`src/rtl/control_unit_param.sv`:
```
// ---------------------------------------------------------------------------
// control_unit_param
//
// Moore-style sequencer for a small 8-bit accumulator CPU. It walks through
// fetch (F0..F2), DECODE and a per-instruction execute sequence, and drives
// the datapath strobes and bus selects for each step.
//
// Parameters
//   MEM_WAIT     : 0..15 extra cycles spent in every step that directly
//                  precedes a memory-data capture (strobes fire only in the
//                  first cycle of a stretched step).
//   TRAP_ILLEGAL : 1 = undefined opcode halts (illegal=1 until rst),
//                  0 = undefined opcode completes as a NOP in DECODE.
//
// Ports
//   clk, rst          : clock (rising edge), synchronous active-high reset
//   IR                : current opcode from the instruction register
//   CCR_Result        : flags {N,Z,V,C} in bits [3:0]
//   IR_Load, MAR_Load, PC_Load, PC_Inc, A_Load, B_Load, CCR_Load, write_en
//                     : one-bit datapath strobes
//   ALU_Sel           : ALU function select
//   BUS1_Sel          : bus 1 source (00 PC, 01 A, 10 B)
//   BUS2_Sel          : bus 2 source (00 ALU, 01 BUS1, 10 memory)
//   instr_done        : one-cycle pulse in the last step of each instruction
//   illegal           : high while halted on an undefined opcode
// ---------------------------------------------------------------------------
module control_unit_param #(
  parameter int MEM_WAIT     = 0,
  parameter bit TRAP_ILLEGAL = 1'b1
) (
  input  logic       clk,
  input  logic       rst,
  input  logic [7:0] IR,
  input  logic [3:0] CCR_Result,
  output logic       IR_Load,
  output logic       MAR_Load,
  output logic       PC_Load,
  output logic       PC_Inc,
  output logic       A_Load,
  output logic       B_Load,
  output logic       CCR_Load,
  output logic       write_en,
  output logic [2:0] ALU_Sel,
  output logic [1:0] BUS1_Sel,
  output logic [1:0] BUS2_Sel,
  output logic       instr_done,
  output logic       illegal
);

  localparam logic [3:0] WAIT_LAST = 4'(MEM_WAIT);

  localparam logic [1:0] B1_PC  = 2'b00;
  localparam logic [1:0] B1_A   = 2'b01;
  localparam logic [1:0] B1_B   = 2'b10;
  localparam logic [1:0] B2_ALU = 2'b00;
  localparam logic [1:0] B2_B1  = 2'b01;
  localparam logic [1:0] B2_MEM = 2'b10;

  typedef enum logic [4:0] {
    S_RST,
    S_F0, S_F1, S_F2, S_DECODE,
    S_LDI0, S_LDI1, S_LDI2,
    S_LDD0, S_LDD1, S_LDD2, S_LDD3, S_LDD4,
    S_ST0, S_ST1, S_ST2, S_ST3,
    S_ALU,
    S_BR0, S_BR1, S_BR2,
    S_BNT,
    S_HALT
  } state_t;

  state_t     state_reg, state_next;
  logic [3:0] wait_reg, wait_next;
  logic [7:0] op_reg, op_next;

  // Opcode classification of the live IR, used only while in DECODE.
  logic is_ldi, is_ldd, is_st, is_alu, is_br, is_undef, br_taken;

  always_comb begin
    is_ldi   = (IR == 8'h86) || (IR == 8'h88);
    is_ldd   = (IR == 8'h87) || (IR == 8'h89);
    is_st    = (IR == 8'h96) || (IR == 8'h97);
    is_alu   = (IR >= 8'h42) && (IR <= 8'h49);
    is_br    = (IR >= 8'h20) && (IR <= 8'h28);
    is_undef = !(is_ldi || is_ldd || is_st || is_alu || is_br);
    case (IR)
      8'h20:   br_taken = 1'b1;
      8'h21:   br_taken =  CCR_Result[3];
      8'h22:   br_taken = !CCR_Result[3];
      8'h23:   br_taken =  CCR_Result[2];
      8'h24:   br_taken = !CCR_Result[2];
      8'h25:   br_taken =  CCR_Result[1];
      8'h26:   br_taken = !CCR_Result[1];
      8'h27:   br_taken =  CCR_Result[0];
      8'h28:   br_taken = !CCR_Result[0];
      default: br_taken = 1'b0;
    endcase
  end

  // Steps that sit right before a memory-data capture get stretched by
  // MEM_WAIT cycles. The store step is deliberately not in this list.
  logic stretched;
  logic first_cycle;

  always_comb begin
    stretched   = state_reg inside {S_F1, S_LDI1, S_LDD1, S_LDD3, S_ST1, S_BR1};
    first_cycle = (wait_reg == 4'd0);
  end

  always_ff @(posedge clk) begin
    if (rst) begin
      state_reg <= S_RST;
      wait_reg  <= 4'd0;
      op_reg    <= 8'h00;
    end else begin
      state_reg <= state_next;
      wait_reg  <= wait_next;
      op_reg    <= op_next;
    end
  end

  // Next-state logic
  always_comb begin
    state_next = state_reg;
    wait_next  = 4'd0;
    op_next    = op_reg;
    if (stretched && (wait_reg != WAIT_LAST)) begin
      wait_next = wait_reg + 4'd1;
    end else begin
      case (state_reg)
        S_RST:    state_next = S_F0;
        S_F0:     state_next = S_F1;
        S_F1:     state_next = S_F2;
        S_F2:     state_next = S_DECODE;
        S_DECODE: begin
          // The opcode is captured so the execute steps decode from our own
          // state rather than from the datapath's IR.
          op_next = IR;
          if (is_ldi)      state_next = S_LDI0;
          else if (is_ldd) state_next = S_LDD0;
          else if (is_st)  state_next = S_ST0;
          else if (is_alu) state_next = S_ALU;
          else if (is_br)  state_next = br_taken ? S_BR0 : S_BNT;
          else             state_next = TRAP_ILLEGAL ? S_HALT : S_F0;
        end
        S_LDI0:   state_next = S_LDI1;
        S_LDI1:   state_next = S_LDI2;
        S_LDI2:   state_next = S_F0;
        S_LDD0:   state_next = S_LDD1;
        S_LDD1:   state_next = S_LDD2;
        S_LDD2:   state_next = S_LDD3;
        S_LDD3:   state_next = S_LDD4;
        S_LDD4:   state_next = S_F0;
        S_ST0:    state_next = S_ST1;
        S_ST1:    state_next = S_ST2;
        S_ST2:    state_next = S_ST3;
        S_ST3:    state_next = S_F0;
        S_ALU:    state_next = S_F0;
        S_BR0:    state_next = S_BR1;
        S_BR1:    state_next = S_BR2;
        S_BR2:    state_next = S_F0;
        S_BNT:    state_next = S_F0;
        S_HALT:   state_next = S_HALT;
        default:  state_next = S_RST;
      endcase
    end
  end

  // Output decode: everything defaults to 0 / select 00.
  always_comb begin
    IR_Load    = 1'b0;
    MAR_Load   = 1'b0;
    PC_Load    = 1'b0;
    PC_Inc     = 1'b0;
    A_Load     = 1'b0;
    B_Load     = 1'b0;
    CCR_Load   = 1'b0;
    write_en   = 1'b0;
    ALU_Sel    = 3'b000;
    BUS1_Sel   = B1_PC;
    BUS2_Sel   = B2_ALU;
    instr_done = 1'b0;
    illegal    = 1'b0;
    case (state_reg)
      S_F0, S_LDI0, S_LDD0, S_ST0, S_BR0: begin
        BUS2_Sel = B2_B1;
        MAR_Load = 1'b1;
      end
      S_F1, S_LDI1, S_LDD1, S_ST1: begin
        PC_Inc = first_cycle;
      end
      S_F2: begin
        BUS2_Sel = B2_MEM;
        IR_Load  = 1'b1;
      end
      S_DECODE: begin
        // A NOP'd undefined opcode completes right here.
        instr_done = !TRAP_ILLEGAL && is_undef;
      end
      S_LDI2: begin
        BUS2_Sel   = B2_MEM;
        A_Load     = (op_reg != 8'h88);
        B_Load     = (op_reg == 8'h88);
        instr_done = 1'b1;
      end
      S_LDD2, S_ST2: begin
        BUS2_Sel = B2_MEM;
        MAR_Load = 1'b1;
      end
      S_LDD4: begin
        BUS2_Sel   = B2_MEM;
        A_Load     = (op_reg != 8'h89);
        B_Load     = (op_reg == 8'h89);
        instr_done = 1'b1;
      end
      S_ST3: begin
        BUS1_Sel   = (op_reg == 8'h97) ? B1_B : B1_A;
        write_en   = 1'b1;
        instr_done = 1'b1;
      end
      S_ALU: begin
        BUS2_Sel   = B2_ALU;
        CCR_Load   = 1'b1;
        instr_done = 1'b1;
        BUS1_Sel   = B1_A;
        A_Load     = 1'b1;
        case (op_reg)
          8'h42:   ALU_Sel = 3'b000;
          8'h43:   ALU_Sel = 3'b001;
          8'h44:   ALU_Sel = 3'b010;
          8'h45:   ALU_Sel = 3'b011;
          8'h46:   ALU_Sel = 3'b100;
          8'h47: begin
            ALU_Sel  = 3'b100;
            BUS1_Sel = B1_B;
            A_Load   = 1'b0;
            B_Load   = 1'b1;
          end
          8'h48:   ALU_Sel = 3'b101;
          8'h49: begin
            ALU_Sel  = 3'b101;
            BUS1_Sel = B1_B;
            A_Load   = 1'b0;
            B_Load   = 1'b1;
          end
          default: ALU_Sel = 3'b000;
        endcase
      end
      S_BR2: begin
        BUS2_Sel   = B2_MEM;
        PC_Load    = 1'b1;
        instr_done = 1'b1;
      end
      S_BNT: begin
        PC_Inc     = 1'b1;
        instr_done = 1'b1;
      end
      S_HALT: begin
        illegal = 1'b1;
      end
      default: begin
        illegal = 1'b0;
      end
    endcase
  end

endmodule
```
`config.mk`:
```
export PLATFORM = sky130hd
export DESIGN_NAME = control_unit_param
export DESIGN_NICKNAME = d
export VERILOG_FILES = /design/src/rtl/control_unit_param.sv
export SDC_FILE = /design/constraint.sdc
export NUM_CORES = 1
export LEC_CHECK = 0
export CORE_MARGIN = 2
export CORE_UTILIZATION = 40
export DETAILED_ROUTE_END_ITERATION = 6
export HOLD_SLACK_MARGIN = 0.08
export PLACE_DENSITY = 0.77
export SKIP_LAST_GASP = 1
export SLEW_MARGIN = 15
export SYNTH_ARGS = -nofsm -noshare
export SYNTH_HDL_FRONTEND = slang
export SYNTH_SLANG_ARGS = --single-unit
```
`constraint.sdc`:
```
create_clock -name clk -period 1.89 [get_ports clk]
set_input_delay 0.378 -clock clk [delete_from_list [all_inputs] [get_ports clk]]
set_output_delay 0.378 -clock clk [all_outputs]
set_load 0.02 [all_outputs]
```
Word level (Yosys, flattened, before mapping)
Cells that the tools add are included.
{ "totals": {"reg_bits": 17, "in_bits": 14, "elab_cells": 109} }
{ "op_classes": {"n_bitwise": 1, "magnitude_cmp": 4, "n_reduce_logical": 25, "addsub": 1, "eq_ne": 49, "mux": 26} }
{ "op_table": {"columns": ["cell", "count"], "rows": [
  ["one-hot mux 5 bit (17 select lines)", 1],
  ["equality test 8 x 6 -> 1 bit (second input constant)", 9],
  ["equality test 8 bit (second input constant)", 9],
  ["equality test 8 x 7 -> 1 bit (second input constant)", 7],
  ["equality test 5 x 4 -> 1 bit (second input constant)", 8],
  ["equality test 5 bit (second input constant)", 7],
  ["equality test 5 x 3 -> 1 bit (second input constant)", 4],
  ["inequality test 8 bit (second input constant)", 2],
  ["2-to-1 mux 5 bit", 3],
  ["one-hot mux 3 bit (5 select lines)", 1],
  ["OR reduction 7 bit", 2],
  ["2-to-1 mux 3 bit", 4],
  ["OR reduction 6 bit", 2],
  ["equality test 5 x 2 -> 1 bit (second input constant)", 2],
  ["2-to-1 mux 1 bit", 9],
  ["one-hot mux 1 bit (9 select lines)", 1],
  [">= comparator 8 x 6 -> 1 bit (second input constant)", 1],
  [">= comparator 8 x 7 -> 1 bit (second input constant)", 1],
  ["<= comparator 8 x 6 -> 1 bit (second input constant)", 1],
  ["<= comparator 8 x 7 -> 1 bit (second input constant)", 1],
  ["one-hot mux 2 bit (2 select lines)", 2],
  ["OR reduction 2 bit", 4],
  ["one-hot mux 1 bit (3 select lines)", 2],
  ["nonzero test 6 bit", 1],
  ["14 further kinds", 22]
]} }

Depth between registers and ports, before layout
{ "logic_depth": {"ltp_word": 9, "mapped_depth": 7, "mapped_depth_nobuf": 7} }

Least setup slack after synthesis
Ideal clock, no wire load.
{ "synth_timing": {"kind": "reg-to-output", "start": "register op_reg[3]", "end": "output port B_Load", "setup_slack_ns": -0.192, "stages_incl_launch_ff": 4, "required_time_ns": 1.512, "t_arrival_ns": 1.704, "cell_sequence": "dfxtp_1 > or3b_2 > or4_1 > o22ai_1"} }
{ "synth_via": {"elab_chain_cells": 4, "word_cells_on_any_way": 7, "cone_classes": "eq/ne (4); mux (2); reduce/logical (1)"} }
{ "synth_lines": {"columns": ["item", "line", "source"], "rows": [
  ["start: declaration", "73", "logic [7:0] op_reg, op_next;"],
  ["start signal: assignment", "117", "op_reg <= op_next;"],
  ["equality test 8 x 7 -> 1 bit", "226", "case (op_reg)"],
  ["OR reduction 2 bit (no source line)", null, null],
  ["2-to-1 mux 1 bit", "226", null],
  ["one-hot mux 1 bit (3 select lines) *", "183", "case (state_reg)"],
  ["end: declaration", "40", "output logic B_Load,"]
]} }
Mark *: on every way between the ends. The rest lies on a longest branch, timed or not.

Worst setup path in the final report
{ "layout_timing": {"start": "register op_reg[7]", "end": "output port ALU_Sel[0]"} }
{ "layout_via": {"elab_chain_cells": 4, "word_cells_on_any_way": 11, "cone_classes": "eq/ne (7); mux (2); reduce/logical (2)"} }
{ "layout_lines": {"columns": ["item", "line", "source"], "rows": [
  ["equality test 8 x 7 -> 1 bit", "226", null],
  ["OR reduction 2 bit (no source line)", null, null],
  ["one-hot mux 3 bit (5 select lines) *", "226", null],
  ["2-to-1 mux 3 bit *", "183", null],
  ["end: declaration", "43", "output logic [2:0] ALU_Sel,"]
]} }
Marks and branches as above.

==> metrics.txt <==
mux contribution to synthesized area=0.00677; metal2 WL=3020 microns; DRT Pass-1 Iters=5; Async SR Flop Fraction=0; crit path DAT=1920 ps; M1 WL=2470 microns; Synth area leaders=dfxtp_1 23%, nand2_1 9.1%, a21oi_1 6.4%; ant diodes=0; vias per inst=5.77; multi-input logic area=1290 sq um; CTS Buffer Depth=2; fin crit share=1.22; Worst path max stage delay=540 ps; TritonCTS Sinks=17; Post-DRT Antenna Nets=0; RSZ-0062 raised after global routing=yes; Syn Inst Count=209; sequential-to-total area share from yosys stat=0.230; Post-Syn Area=roughly 1500 sq um; Period minus WS final=2300 ps; layout cell share with drive strength beyond 1=0.529; initial antenna violation count=0; Worst-path clk slew=80 ps; largest family of logic cells by synthesized area=simple AND/OR/NAND/NOR gates; via count=slightly above 2,000; Setup crit end kind=output pin; total power=between 1 and 1.5 mW; clk_lat worst skew=approximately 280 ps; Largest register FFs=8; maximum vdd drop=0.217 mV; Placer Congestion=between 0.8 and 0.9; LEAKAGE=around 1.2 nW; drt drc=0; worst clock skew=14.4 ps; Reg area=359 sq um; CP Max Fanout=4; most frequent CP cell=buf_6; TNS Setup=-3250 ps; Synth Area in Simple Gates=0.355; IO Count=31; status=finished, violations left; CTS tree=built; CTS Root Cell=clkbuf_8; fillcell total=231; die height=about 65 microns; # nets final=325; Ys Warns=0; worst path cell trace=or4b_4 > or3_4 > buf_6 > a21oi_2 > buf_6; vias in the first global route=1,636; H-tree depth=1; Hold Path Origin=wait_reg[0]$_SDFF_PP0_; Main synth FF type=dfxtp_1; Synth Area per Inst=approximately 7.1 sq um; DPL Wire Length=approximately 3300 microns; Buffers & Inverters on Critical Path=2; row count=22; Initial Util=0.410; total track usage=0.219; Area Growth Syn to Fin=87.5%; Crit. Startpoint=op_reg[7]$_SDFFE_PP0P_; Post-synth EDFFs=0; worst reg2reg path startpoint=state_reg[1]$_SDFFE_PP0N_; routed wire length=between 6000 and 7000 microns; worst-margin pin slew=408 ps; register bit count reported by yosys=17; Die ar.=4200 sq um; top cell type's share of synthesized area=0.230; Final Hold Viols=0; CP max-delay cell=or4b_4; global-route wire length before repair=7240 microns; WP data required=~1500 ps; area leader, netlist=dfxtp_1; Yosys cell types=53; XOR/XNOR Fraction of Synth Area=0.0355; Crit Path Class=flip-flop to output pin; Cell Pwr Density=485 nW/um^2; WL/cell=17.2 microns; commonest non-fill, non-tap cell in the layout=buf_4; Iteration-0 DRC Markers=between 100 and 150; die width=64.8 microns; Final WS setup=-408 ps; Crit path max-delay family=simple AND/OR/NAND/NOR gates; Core Box Area=3610 sq um; maximum clock frequency=435 MHz; grt total ovfl=0; TritonCTS Buffers=3; port bufs=30; Post-Synth Adder-Cell Area=0.0169; syn nets=225; hold buffers post-CTS=0; max_cap viols=0; largest net degree at the start of global routing=22; pins over their slew limit=0; most frequent cells in the layout=65 x buf_4, 33 x nand2_1, 16 x buf_6; Slew headroom=0.726; post-synthesis compound-gate area fraction=0.281; Critical Path Source Type=flip-flop; failing checks=negative setup slack; Hold Path Class=flip-flop to flip-flop; Top Metal Used=met4; setup violators final=17; DR WL met3=approximately 390 microns; Final Util=0.769
[what timing repair did]
action | CTS | global route
pin swaps | 7 | 17
buffers inserted | 1 | 17
gates resized for setup | 97 | 78
gates cloned | 0 | 3
setup endpoints to repair | 21 | 22
[worst register-to-register path, stage by stage (launching register included)]
cell,delay (ps)
dfxtp_4,370
buf_6,120
buf_12,120
buf_6,110
and3b_2,210
o2111ai_4,330
nand3_2,110
a32o_1,210
a32o_2,240
[routing by layer]
| layer | vias to the layer above | track usage |
|---|---|---|
| met2 | 97 | 0.376 |
| met1 | 975 | 0.276 |
| li1 | 963 | - |
| met4 | 0 | 0.0904 |
| met3 | 19 | 0.0243 |
| met5 | - | 0 |
[per-stage QoR]
| step | std cells | hold slack [ps] | instance area (sq um) | setup slack, ps |
|---|---|---|---|---|
| 6_report | 356 | 522 | 2770 | -408 |
| 5_1_grt | 356 | 532 | 2770 | -450 |
| 4_1_cts | 336 | 525 | 2360 | -430 |
| 3_5_place_dp | 331 | 516 | 2260 | -611 |
| 3_3_place_gp | 331 | 508 | 2260 | -572 |
| 2_1_floorplan | 209 | 430 | 1520 | -99.4 |
[area by class of cell]
class / count / area share
well taps: 48 / 0.0217
clock buffers: 3 / 0.0149
clock inverters: 1 / 0.00181
multi-input cells: 166 / 0.465
flip-flops and latches: 17 / 0.130
repair buffers: 110 / 0.352
inverters: 11 / 0.0149
[report_power, final]
part | leakage (nW) | total [mW] | switching [mW] | internal [mW]
Clock | 0.0255 | 0.293 | 0.146 | 0.147
Combinational | 1.02 | 0.648 | 0.321 | 0.327
Sequential | 0.143 | 0.404 | 0.0243 | 0.380
Total | 1.19 | 1.35 | 0.491 | 0.854
[logic make-up after synthesis]
family,Yosys count
and+or+nand+nor,98
AOI/OAI and AO/OA,59
buffers and inverters,26
DFF,17
xor gates and xnor gates,6
adders and majority gates,2
muxes,1
[worst paths after layout]
path | to | slack, ps | cells after the start
worst max register to register | state_reg[1]$_SDFFE_PP0N_ | -60 | 8
worst max-delay path | ALU_Sel[0] | -410 | 5
worst min register to register | wait_reg[0]$_SDFF_PP0_ | 520 | 2
worst min-delay path | wait_reg[0]$_SDFF_PP0_ | 520 | 2
[Yosys cell counts, types with 3 or more instances]
master,instances
nor3_1,5
nor4_1,3
or3b_4,3
nand2_1,36
dfxtp_1,17
nand4_1,3
buf_2,6
a21oi_1,19
nand2b_1,4
clkbuf_1,6
a31oi_1,3
nand3_1,4
and3_1,3
nor2_1,17
nand3b_1,5
xor2_1,4
o21ai_0,8
o211ai_1,3
o22ai_1,4
inv_1,11
Note: power is estimated with default switching activity, not from simulation.
